$ cat config.mk
export PLATFORM = sky130hd
export DESIGN_NAME = vga_font_rom_arbiter
export DESIGN_NICKNAME = d
export VERILOG_FILES = /design/src/rtl/vga_font_rom_arbiter_pkg.sv /design/src/rtl/vga_font_rom_arbiter.sv
export SDC_FILE = /design/constraint.sdc
export NUM_CORES = 1
export LEC_CHECK = 0
export ABC_AREA = 1
export BUFFER_PORTS_ARGS = -buffer_cell sky130_fd_sc_hd__buf_2
export CAP_MARGIN = 10
export CORE_MARGIN = 2
export CORE_UTILIZATION = 42
export DETAILED_ROUTE_END_ITERATION = 7
export MAX_ROUTING_LAYER = met4
export PLACE_DENSITY = 0.82
export REMOVE_ABC_BUFFERS = 1
export SETUP_SLACK_MARGIN = 0.02
export SYNTH_ARGS = -nofsm -noshare
export SYNTH_HDL_FRONTEND = slang
export SYNTH_SLANG_ARGS = --single-unit
$ cat constraint.sdc
create_clock -name clk_i -period 1.7 [get_ports clk_i]
set_clock_uncertainty 0.2 [all_clocks]
set_input_delay 0 -clock clk_i [delete_from_list [all_inputs] [get_ports clk_i]]
set_output_delay 0 -clock clk_i [all_outputs]
set_load 0.05 [all_outputs]
$ cat src/rtl/vga_font_rom_arbiter_pkg.sv
// Shared definitions for the font ROM arbiter: ROM geometry and the
// owner tag that travels down the read pipeline with every granted access.
package vga_font_rom_arbiter_pkg;

    localparam int ROM_ADDR_W = 12;
    localparam int ROM_DATA_W = 8;

    typedef enum logic [1:0] {
        OWN_NONE = 2'd0,
        OWN_VGA  = 2'd1,
        OWN_CPU  = 2'd2
    } owner_e;

endpackage

$ cat src/rtl/vga_font_rom_arbiter.sv
// Font ROM arbiter: one read per clock, VGA has strict priority, the CPU has at
// most one read outstanding. Every grant is tagged with its owner and the
// returned byte is routed to that owner exactly two cycles after the grant.
module vga_font_rom_arbiter
    import vga_font_rom_arbiter_pkg::*;
#(
    parameter int ADDR_W   = ROM_ADDR_W,
    parameter int DATA_W   = ROM_DATA_W,
    parameter int WAIT_MAX = 255
) (
    input  logic              clk_i,
    input  logic              rst_n_i,
    input  logic              vga_req_i,
    input  logic [ADDR_W-1:0] vga_addr_i,
    output logic              vga_valid_o,
    output logic [DATA_W-1:0] vga_data_o,
    input  logic              cpu_req_i,
    input  logic [ADDR_W-1:0] cpu_addr_i,
    output logic              cpu_ack_o,
    output logic [DATA_W-1:0] cpu_data_o,
    output logic              cpu_starve_o,
    output logic              rom_en_o,
    output logic [ADDR_W-1:0] rom_addr_o,
    input  logic [DATA_W-1:0] rom_dout_i
);

    localparam int              CNT_W   = $clog2(WAIT_MAX + 1);
    localparam logic [CNT_W-1:0] CNT_MAX = CNT_W'(WAIT_MAX);

    owner_e           grant;
    owner_e           tag1;
    logic             cpu_busy;
    logic [CNT_W-1:0] wait_cnt;
    logic [CNT_W-1:0] wait_nxt;

    // Grant mux: VGA first, then an idle CPU; the ROM stays quiet otherwise and
    // while reset is held, so no output is driven during reset.
    always_comb begin
        // NOTE: every output of this block gets a default first so no path
        // leaves a signal unassigned, which would infer a latch.
        grant      = OWN_NONE;
        rom_en_o   = 1'b0;
        rom_addr_o = '0;
        if (rst_n_i) begin
            if (vga_req_i) begin
                grant      = OWN_VGA;
                rom_en_o   = 1'b1;
                rom_addr_o = vga_addr_i;
            end else if (cpu_req_i && !cpu_busy) begin
                grant      = OWN_CPU;
                rom_en_o   = 1'b1;
                rom_addr_o = cpu_addr_i;
            end
        end
    end

    // Next wait count: cleared by a CPU grant or a withdrawn request, counts up
    // (saturating) only for cycles the idle CPU loses to VGA.
    always_comb begin
        wait_nxt = wait_cnt;
        if (grant == OWN_CPU || !cpu_req_i) begin
            wait_nxt = '0;
        end else if (!cpu_busy && vga_req_i && wait_cnt != CNT_MAX) begin
            wait_nxt = wait_cnt + 1'b1;
        end
    end

    // Tag pipe and data capture: the byte on rom_dout_i belongs to whoever was
    // granted last cycle; the other owner's data register keeps its value.
    always_ff @(posedge clk_i or negedge rst_n_i) begin
        if (!rst_n_i) begin
            tag1        <= OWN_NONE;
            vga_valid_o <= 1'b0;
            vga_data_o  <= '0;
            cpu_ack_o   <= 1'b0;
            cpu_data_o  <= '0;
        end else begin
            // NOTE: non-blocking assignments so every register here samples the
            // pre-edge value of tag1, giving a true one-stage pipe.
            tag1        <= grant;
            vga_valid_o <= (tag1 == OWN_VGA);
            cpu_ack_o   <= (tag1 == OWN_CPU);
            if (tag1 == OWN_VGA) vga_data_o <= rom_dout_i;
            if (tag1 == OWN_CPU) cpu_data_o <= rom_dout_i;
        end
    end

    // CPU outstanding flag: set on grant, cleared at the edge ending the ack
    // cycle, so the earliest regrant is the cycle after the ack.
    always_ff @(posedge clk_i or negedge rst_n_i) begin
        if (!rst_n_i) begin
            cpu_busy <= 1'b0;
        end else if (grant == OWN_CPU) begin
            cpu_busy <= 1'b1;
        end else if (cpu_ack_o) begin
            cpu_busy <= 1'b0;
        end
    end

    // Starvation tracking: sticky flag raised when the wait count reaches
    // WAIT_MAX, dropped only when the CPU finally wins a grant.
    always_ff @(posedge clk_i or negedge rst_n_i) begin
        if (!rst_n_i) begin
            wait_cnt     <= '0;
            cpu_starve_o <= 1'b0;
        end else begin
            wait_cnt <= wait_nxt;
            if (grant == OWN_CPU) begin
                cpu_starve_o <= 1'b0;
            end else if (wait_nxt == CNT_MAX) begin
                cpu_starve_o <= 1'b1;
            end
        end
    end

endmodule

==> results of run 1 <==
==> worst min path at each step <==
| stage | slack, ns | to | cells after the start | from |
|---|---|---|---|---|
| after CTS | -0.72 | cpu_busy | 1 | rst_n_i |
| after detailed placement | -0.36 | cpu_busy | 1 | rst_n_i |
| after floorplan | -0.50 | cpu_ack_o | 0 | rst_n_i |
| after global placement | -0.36 | cpu_busy | 1 | rst_n_i |
| after global routing | -0.73 | cpu_busy | 1 | rst_n_i |
| final | -0.71 | cpu_busy | 1 | rst_n_i |
==> cell type report <==
class | count | area (um2) | area share
clock buffer | 7 | 55.1 | 0.0234
tap | 46 | 57.6 | 0.0245
clock inverter | 1 | 5.00 | 0.00213
sequential | 30 | 751 | 0.319
multi-input combinational | 118 | 718 | 0.306
timing repair buffer | 93 | 656 | 0.279
timing repair inverter | 1 | 7.51 | 0.00319
inverter | 25 | 100 | 0.0426
==> where the power goes <==
group | internal, mW | total (mW) | leakage (nW) | switching, mW
logic | 0.116 | 0.343 | 0.819 | 0.227
registers | 0.740 | 0.754 | 0.351 | 0.0144
clock network | 0.200 | 0.434 | 0.0353 | 0.234
total | 1.06 | 1.53 | 1.21 | 0.475
==> kinds of logic after synthesis <==
logic type,Yosys count,synth area share
AOI/OAI and AO/OA,38,0.163
xor gates and xnor gates,1,0.00573
adders and majority gates,1,0.00819
buffers and inverters,29,0.0745
DFF,30,0.491
and+or+nand+nor,78,0.257
==> critical path, delay by kind of cell (launching register included) <==
kind | cells | cell delay, ns
simple gates | 2 | 0.24
compound gates | 1 | 0.17
buf+inv | 3 | 0.41
flops | 1 | 0.38
==> through the flow <==
stage | total power, mW | setup TNS (ns) | std cells | hold WS (ns) | utilization
3_5_place_dp | 1.06 | 0 | 292 | -0.359 | 0.570
2_1_floorplan | 0.952 | -0.124 | 173 | -0.496 | -
6_report | 1.53 | -0.140 | 321 | -0.706 | 0.688
4_1_cts | 1.54 | -0.249 | 316 | -0.716 | 0.660
5_1_grt | 1.62 | -1.15 | 321 | -0.730 | 0.688
3_3_place_gp | 1.06 | 0 | 292 | -0.360 | 0.570
==> cell usage in the layout, fill, tap and decap left out, types with 2 or more instances in the layout <==
cell	Yosys	routed
nand2_1	48	39
buf_6	0	14
nand3_1	9	8
a22o_1	12	12
o21ai_2	2	2
nor2_1	7	7
dfrtp_1	30	30
o21ai_0	17	17
nor2_4	4	5
inv_1	23	20
clkbuf_4	0	5
dlygate4sd3_1	0	12
nand2_4	1	3
buf_4	0	11
clkinvlp_4	0	2
buf_2	2	55
inv_2	1	3
nand2_2	2	9
nand3_2	1	2
a21oi_1	5	5
==> registers in the layout, summed over array words and instances, names as in the netlist <==
| signal | flops |
|---|---|
| tag1 | 2 |
| cpu_starve_o | 1 |
| cpu_busy | 1 |
| cpu_data_o | 8 |
| cpu_ack_o | 1 |
| wait_cnt | 8 |
| vga_data_o | 8 |
| vga_valid_o | 1 |
==> what timing repair did <==
item | in CTS | in global routing
hold endpoints to repair | 55 | 5
resized for setup | 30 | 16
pin swaps | 5 | 20
setup buffers | 3 | 3
hold buffers | 12 | 1
setup endpoints to repair | 13 | 13
cloned | 1 | 1
==> cells in the mapped netlist, drive strengths merged <==
master | number | share of area
nand2 | 52 | 0.15
dfrtp | 30 | 0.49
inv | 25 | 0.063
o21ai | 19 | 0.067
nor2 | 13 | 0.055
a22o | 12 | 0.069
nand3 | 10 | 0.036
a21oi | 6 | 0.022
buf | 2 | 0.0066
clkbuf | 2 | 0.0049
ha | 1 | 0.0082
nand3b | 1 | 0.0049
nand4 | 1 | 0.0041
nor3 | 1 | 0.011
o21bai | 1 | 0.0049
xnor2 | 1 | 0.0057
==> per-layer routing <==
metal | wire, um | track usage | vias up | part of all wire
met5 | 0 | - | - | 0
met4 | 57 | 0.0745 | 0 | 0.013
met3 | 211 | 0.0546 | 8 | 0.047
met2 | 2420 | 0.363 | 51 | 0.54
met1 | 1810 | 0.272 | 725 | 0.40
li1 | - | - | 775 | -
==> impl_metrics.csv, run 1 <==
group,metric,value,unit
setup_path,cp-startpoint,"cpu_busy",
placement,dpl_cell_area,0.00195,mm2
clock_network,cts_buffer_depth,2,
setup_path,critPathArrivalTime,1.54,ns
job,maxCapViolCount,0,
timing,max_slew_margin,0.689,
timing,fmax,576,MHz
floorplan,num_io_pins,68,
setup_path,cp_max_fo,6,
power_and_ir_drop,powerDensity,652,mW/mm2
routing,ant_nets,0,
final_layout,final_area,0.00235,mm2
worst_hold_path,hold_class,"input pin to async pin",
timing,post-route-min-period,1.74,ns
clock_network,clkTransAtPathRegs,0.09,ns
synthesis,synthCells,177,
setup_path,slowest_delay,0.38,ns
setup_path,crit_path_end,"rom_addr_o[8]",
floorplan,die-area,0.00414,mm2
setup_path,ff2ff_setup_slack,-0.03,ns
grt,antenna_found_initial,0,
placement,io_buffers,67,
final_layout,diodes,0,
final_layout,fill_cells,247,
setup_path,required,1.50,ns
setup_path,crit_path_end_kind,"primary output",
setup_path,rr_startpoint,"wait_cnt[1]",
timing,hold_ws,-0.706,ns
grt,first_global_vias,1420,
timing,final-setup-viol-count,5,
synthesis,synth_seq_cells,30,
status,violations,"hold timing, setup timing",
final_layout,layout-drive-gt1-share,0.436,
synthesis,yosysSeqAreaShare,0.491,
final_layout,area_growth_syn_to_layout,53.8,%
grt,grt_pass1_wl,6.81,mm
power_and_ir_drop,p_leak,1.21,nW
setup_path,critPathSlowestCell,"dfrtp_1",
routing,vias,1559,
floorplan,die_x,64.3,um
timing,timing.final.crit_share,1.02,
setup_path,cp_common_cell,"buf_6",
clock_network,clk-insertion-delay-late,0.32,ns
setup_path,rr_worst_depth,11,
clock_network,cts_max_level,2,
synthesis,netlist_area,0.00153,mm2
routing,wl,4.50,mm
clock_network,cts-root-buf,"clkbuf_4",
setup_path,start_kind,"register",
timing,rsz0062_at_grt,"yes",
timing,slew_viol_final,0,
placement,place_hpwl,2.78,mm
routing,drtIter0Drc,166,
routing,avgRoutedWirePerCell,14.0,um
routing,dr.pass1.iters,4,
final_layout,nNetsFinal,311,
routing,drc,0,
synthesis,synth_cell_type_count,26,
synthesis,ys_warn_count,0,
floorplan,die_y,64.3,um
setup_path,worstPathCellList,"inv_2, nand2_4, nor3_4, buf_6, a22o_1, buf_6",
clock_network,cts_tree,"done",
grt,track_usage,0.223,
grt,grt-ovfl-total,0,
timing,setup_ws,-0.0353,ns
timing,tightest_slew,0.465,ns
timing,hold_violations,4,
setup_path,reg2reg_to,"cpu_starve_o",
floorplan,num_rows,21,
placement,post-place-ws,0.0320,ns
grt,grt_max_degree,27,
clock_network,numCtsBuffers,5,
synthesis,syn_avg_cell_area,8.63,um2
routing,vias_per_cell,4.86,
power_and_ir_drop,vdd_ir_drop_max,0.580,mV
floorplan,start_util,0.447,
placement,gp_congestion,0.880,
clock_network,cts.sinks,30,
setup_path,critical_path_class,"register to primary output",
status,status,"complete, but fails checks",
floorplan,coreArea,0.00342,mm2
(Power assumes the default switching activity.)
==> inputs of run 2 (changes only) <==
--- a/constraint.sdc
+++ b/constraint.sdc
@@ -3,3 +3,3 @@
 set_input_delay 0 -clock clk_i [delete_from_list [all_inputs] [get_ports clk_i]]
 set_output_delay 0 -clock clk_i [all_outputs]
-set_load 0.05 [all_outputs]
+set_load 0.02 [all_outputs]
==> run 2 against run 1 <==
  * The flow finishes with violations (setup timing)
  * Sequential cell count unchanged
  * Worst hold slack better by 0.75 ns
  * Total power down 6.4%
  * Sequential share of layout area up 0.66 points
  * Global-route usage down 1.3 points
  * Non-clock buffer count down 2
  * Die area unchanged
  * Via count down 1.1%
  * Critical endpoint is now cpu_starve_o
==> impl_metrics.csv, run 2 (same netlist as run 1, synthesis figures left out) <==
group,metric,value,unit
final_layout,final_cell_mix,"buf_2 (55), nand2_1 (40), dfrtp_1 (30)",
status,violations,"setup timing",
timing,rsz0062_at_grt,"yes",
floorplan,die_y,64.3,um
timing,hold_violations,0,
final_layout,area_growth_syn_to_layout,50.7,%
clock_network,cts_buffer_depth,2,
timing,setup_ws,-0.0518,ns
timing,max_slew_margin,0.665,
setup_path,ff2ff_setup_slack,-0.05,ns
setup_path,reg2reg_to,"cpu_starve_o",
timing,post-route-min-period,1.75,ns
setup_path,start_kind,"register",
routing,avgRoutedWirePerCell,13.7,um
final_layout,fill_cells,266,
placement,place_hpwl,2.64,mm
clock_network,cts-root-buf,"clkbuf_4",
grt,antenna_found_initial,0,
routing,dr.pass1.iters,5,
timing,final-setup-viol-count,3,
routing,drc,0,
placement,gp_congestion,0.862,
placement,io_buffers,67,
placement,post-place-ws,0.0286,ns
clock_network,cts.sinks,30,
final_layout,multiInputGateArea,719,um2
floorplan,coreArea,0.00342,mm2
clock_network,cts_tree,"done",
grt,track_usage,0.210,
routing,wl,4.35,mm
final_layout,diodes,0,
final_layout,layout-drive-gt1-share,0.434,
setup_path,rr_startpoint,"wait_cnt[1]",
grt,grt_pass1_wl,6.39,mm
clock_network,numCtsBuffers,5,
status,status,"complete, but fails checks",
floorplan,start_util,0.447,
clock_network,clk-insertion-delay-late,0.33,ns
floorplan,num_io_pins,68,
routing,drtIter0Drc,53,
floorplan,num_rows,21,
routing,vias,1542,
power_and_ir_drop,p_leak,1.19,nW
routing,vias_per_cell,4.85,
clock_network,cts_max_level,2,
setup_path,critPathArrivalTime,1.82,ns
grt,first_global_vias,1399,
timing,slew_viol_final,0,
setup_path,cp_max_fo,7,
grt,grt_max_degree,31,
grt,grt-ovfl-total,0,
setup_path,required,1.77,ns
clock_network,clkTransAtPathRegs,0.10,ns
final_layout,nNetsFinal,308,
power_and_ir_drop,vdd_ir_drop_max,0.561,mV
timing,fmax,571,MHz
setup_path,rr_worst_depth,11,
routing,ant_nets,0,
final_layout,final_common_cell,"buf_2",
setup_path,crit_path_end_kind,"register",
power_and_ir_drop,p_total,1.43,mW
timing,timing.final.crit_share,1.03,
timing,setup_tns,-0.0574,ns
floorplan,die-area,0.00414,mm2
worst_hold_path,hold_class,"input pin to async pin",
job,maxCapViolCount,0,
final_layout,ff_latch_area,751,um2
final_layout,reg_top3,"cpu_data_o (8), vga_data_o (8), wait_cnt (8)",
floorplan,die_x,64.3,um
power_and_ir_drop,powerDensity,623,mW/mm2
timing,tightest_slew,0.501,ns
setup_path,critical_path_class,"register to register",
## run 2: cell count changes in the layout (fill, tap and decap cells not counted), sizes merged
| cell | previous run | this run |
|---|---|---|
| buf | 81 | 80 |
| clkinvlp | 2 | 0 |
| dlygate4sd3 | 12 | 11 |
| inv | 24 | 25 |
## run 2: worst max-delay path, cell delays in order (launching register included)
cell and delay (ns):
dfrtp_1 0.40, ha_4 0.17, nand2_4 0.06, nor2_4 0.15, nand2_4 0.11, nand2_8 0.12, nand2_2 0.07, nand2_2 0.05
nand3_1 0.07, nor2_1 0.13, nand2_1 0.09, o21ai_2 0.06
## run 2: worst max path at each step
stage / startpoint / endpoint / slack [ns] / depth (start not counted)
global placement: wait_cnt[0] / cpu_starve_o / 0.07 / 10
detailed placement: wait_cnt[0] / cpu_starve_o / 0.03 / 12
finish: wait_cnt[1] / cpu_starve_o / -0.05 / 11
floorplan: cpu_busy / cpu_starve_o / 0.02 / 10
global route: wait_cnt[1] / cpu_starve_o / -0.15 / 11
CTS: cpu_busy / rom_addr_o[0] / -0.04 / 6
## run 2: repair_timing
item | 4_1_cts | 5_1_grt
hold buffers | 11 | 0
pin swaps | 3 | 15
setup buffers | 5 | 3
gates resized for setup | 26 | 16
cloned | 1 | 0
endpoints found under the setup margin | 13 | 13
hold endpoints to repair | 57 | 0
## run 2: layer usage
metal | wire length [um] | up-vias | part of all wire | track usage
met2 | 2310 | 38 | 0.53 | 0.349
met4 | 70 | 0 | 0.016 | 0.0771
met3 | 138 | 8 | 0.032 | 0.0581
li1 | - | 763 | - | -
met1 | 1830 | 733 | 0.42 | 0.245
met5 | 0 | - | 0 | -
## run 2: layout make-up
class	count	share of cell area
flip-flops and latches	30	0.326
multi-input cells	118	0.312
repair buffers	91	0.268
inverters	25	0.0418
well taps	46	0.0250
clock buffers	7	0.0239
clock inverters	1	0.00217
## run 2: report_power, final
part           switching, mW  internal, mW
Clock                  0.242         0.200
Combinational          0.133         0.106
Sequential            0.0132         0.740
## run 2: per-stage QoR
| step | instance area [um2] | hold WS, ns | util | cells |
|---|---|---|---|---|
| finish | 2300 | 0.0404 | 0.674 | 318 |
| global route | 2300 | 0.0958 | 0.674 | 318 |
| CTS | 2220 | 0.0697 | 0.650 | 315 |
| detailed placement | 1930 | -0.131 | 0.566 | 290 |
| global placement | 1930 | -0.138 | 0.566 | 290 |
| floorplan | 1510 | -0.496 | - | 173 |
==> inputs of run 3 (changes only) <==
Settings changed: CELL_PAD_IN_SITES_DETAIL_PLACEMENT from default to 2, CELL_PAD_IN_SITES_GLOBAL_PLACEMENT from default to 2, CORE_UTILIZATION 42 to 23, PLACE_DENSITY 0.82 to 0.81.
==> run 3 against run 2 <==
  * Via count rose by 6.4%
  * Clock power grew 37%
  * Sequential power grew 0.5%
  * Register-to-register slack worse by 0.05 ns
  * Non-clock buffer count grew 8
  * Combinational power is 7% higher
  * Fmax decreased by 2.5%
  * Wire length increased by 55%
  * The flow still finishes with violations (setup timing)
  * Highest routed layer unchanged
  * Critical endpoint unchanged
  * Setup slack got worse by 0.046 ns
  * Sequential cell count unchanged
  * Largest power group unchanged
  * Sequential share of layout area decreased by 2.6 points
==> impl_metrics.csv, run 3 (same netlist as run 1, synthesis figures left out) <==
group,metric,value,unit
power_and_ir_drop,combPwrFrac,0.158,
setup_path,critPathArrivalTime,1.81,ns
power_and_ir_drop,powerDensity,645,mW/mm2
power_and_ir_drop,vdd_ir_drop_max,0.323,mV
setup_path,rr_worst_depth,10,
power_and_ir_drop,pwr-share-seq,0.468,
power_and_ir_drop,pwr-share-clk,0.373,
clock_network,clkTransAtPathRegs,0.07,ns
timing,fmax,556,MHz
timing,hold_violations,0,
floorplan,num_rows,29,
grt,grt_pass1_wl,9.68,mm
timing,setup_ws,-0.0974,ns
setup_path,required,1.71,ns
routing,vias_per_cell,4.59,
status,status,"complete, but fails checks",
floorplan,die_x,85.5,um
job,maxCapViolCount,0,
setup_path,ff2ff_setup_slack,-0.1,ns
final_layout,diodes,0,
setup_path,cp_max_fo,4,
final_layout,reg_top3,"cpu_data_o (8), vga_data_o (8), wait_cnt (8)",
grt,first_global_vias,1861,
routing,ant_nets,0,
grt,grt_max_degree,18,
routing,vias,1640,
setup_path,start_kind,"register",
clock_network,cts_tree,"done",
timing,tightest_slew,0.823,ns
grt,antenna_found_initial,0,
power_and_ir_drop,p_sw_frac,0.273,
timing,post-route-min-period,1.80,ns
clock_network,numCtsBuffers,5,
setup_path,crit_path_end_kind,"register",
final_layout,ff_latch_area,752,um2
setup_path,rr_startpoint,"wait_cnt[1]",
worst_hold_path,hold_depth,3,
worst_hold_path,hold_class,"input pin to register",
timing,rsz0062_at_grt,"yes",
setup_path,critical_path_class,"register to register",
floorplan,num_io_pins,68,
routing,dr.pass1.iters,4,
grt,grt-ovfl-total,0,
floorplan,coreArea,0.00639,mm2
clock_network,clk-insertion-delay-late,0.28,ns
final_layout,multiInputGateArea,788,um2
placement,io_buffers,67,
power_and_ir_drop,p_leak,1.27,nW
worst_hold_path,min_to,"tag1[0]",
final_layout,layout-drive-gt1-share,0.496,
worst_hold_path,worstHoldStart,"vga_req_i",
floorplan,start_util,0.239,
final_layout,final_cells,357,
placement,place_inst,324,
final_layout,final_core_util,0.393,
grt,track_usage,0.178,
power_and_ir_drop,p_switching,441,uW
timing,hold_ws,0.0558,ns
timing,final-setup-viol-count,2,
timing,timing.final.crit_share,1.06,
clock_network,cts-root-buf,"clkbuf_8",
placement,dpl_cell_area,0.00199,mm2
clock_network,cts.sinks,30,
status,violations,"setup timing",
clock_network,cts_buffer_depth,2,
final_layout,final_cell_mix,"buf_2 (55), nand2_1 (34), dfrtp_1 (29)",
final_layout,area_growth_syn_to_layout,64.1,%
power_and_ir_drop,p_int,1.18,mW
floorplan,die-area,0.00731,mm2
routing,drtIter0Drc,36,
placement,place_hpwl,3.85,mm
final_layout,final_common_cell,"buf_2",
routing,wl,6.73,mm
final_layout,fill_cells,721,
timing,max_slew_margin,0.450,
clock_network,cts_max_level,2,
setup_path,reg2reg_to,"cpu_starve_o",
routing,drc,0,
floorplan,die_y,85.5,um
placement,gp_congestion,0.780,
routing,avgRoutedWirePerCell,18.9,um
final_layout,nNetsFinal,316,
timing,setup_tns,-0.168,ns
timing,slew_viol_final,0,
final_layout,final_area,0.00251,mm2
run 3: changes by cell type in the layout (fill, tap and decap cells not counted), sizes merged:
cell / previous run / this run
buf: 80 / 88
run 3: what timing repair did:
item,CTS,global route
gates cloned,1,0
pin swaps,16,16
buffers inserted,8,5
resized for setup,38,25
hold endpoints to repair,48,0
endpoints found under the setup margin,13,14
hold buffers,11,0
run 3: worst max-delay path: stages (launching register included):
cell,delay [ns]
dfrtp_1,0.40
buf_4,0.12
buf_4,0.12
nand3_4,0.07
nor2_4,0.17
nand3_2,0.09
a21oi_2,0.19
nand2_1,0.09
nor2_2,0.15
nand2_2,0.08
o21ai_2,0.05
run 3: layout make-up:
| type | count | share of cell area |
|---|---|---|
| inverters | 25 | 0.0404 |
| clock inverters | 1 | 0.00200 |
| repair buffers | 99 | 0.270 |
| clock buffers | 7 | 0.0344 |
| multi-input cells | 118 | 0.314 |
| well taps | 77 | 0.0384 |
| flip-flops and latches | 30 | 0.300 |
run 3: per-stage QoR:
step                      power [mW]  setup slack (ns)
after floorplan                0.864            0.0211
after global placement         0.975            0.0647
after detailed placement       0.983           -0.0166
after CTS                       1.63           -0.0230
after global routing            1.70            -0.205
final                           1.62           -0.0974
run 3: routing by layer:
layer | GRT usage | share of wire | vias to the layer above | wire length [um]
met5 | - | 0 | - | 0
met4 | 0.0534 | 0.011 | 0 | 75
met3 | 0.0318 | 0.019 | 6 | 128
met2 | 0.319 | 0.56 | 27 | 3760
met1 | 0.201 | 0.41 | 828 | 2760
li1 | - | - | 779 | -
run 3: worst max-delay path by stage:
stage / to / from
6_report: cpu_starve_o / wait_cnt[1]
2_1_floorplan: cpu_starve_o / cpu_busy
5_1_grt: cpu_starve_o / wait_cnt[1]
4_1_cts: rom_addr_o[2] / cpu_busy
3_3_place_gp: cpu_starve_o / wait_cnt[0]
3_5_place_dp: cpu_starve_o / wait_cnt[0]
run 3: power by group through the flow:
stage	clock (mW)	sequential (mW)	combinational, mW
floorplan	0	0.800	0.0642
global placement	0	0.767	0.208
detailed placement	0	0.768	0.215
CTS	0.629	0.756	0.247
global route	0.667	0.760	0.276
finish	0.604	0.757	0.256
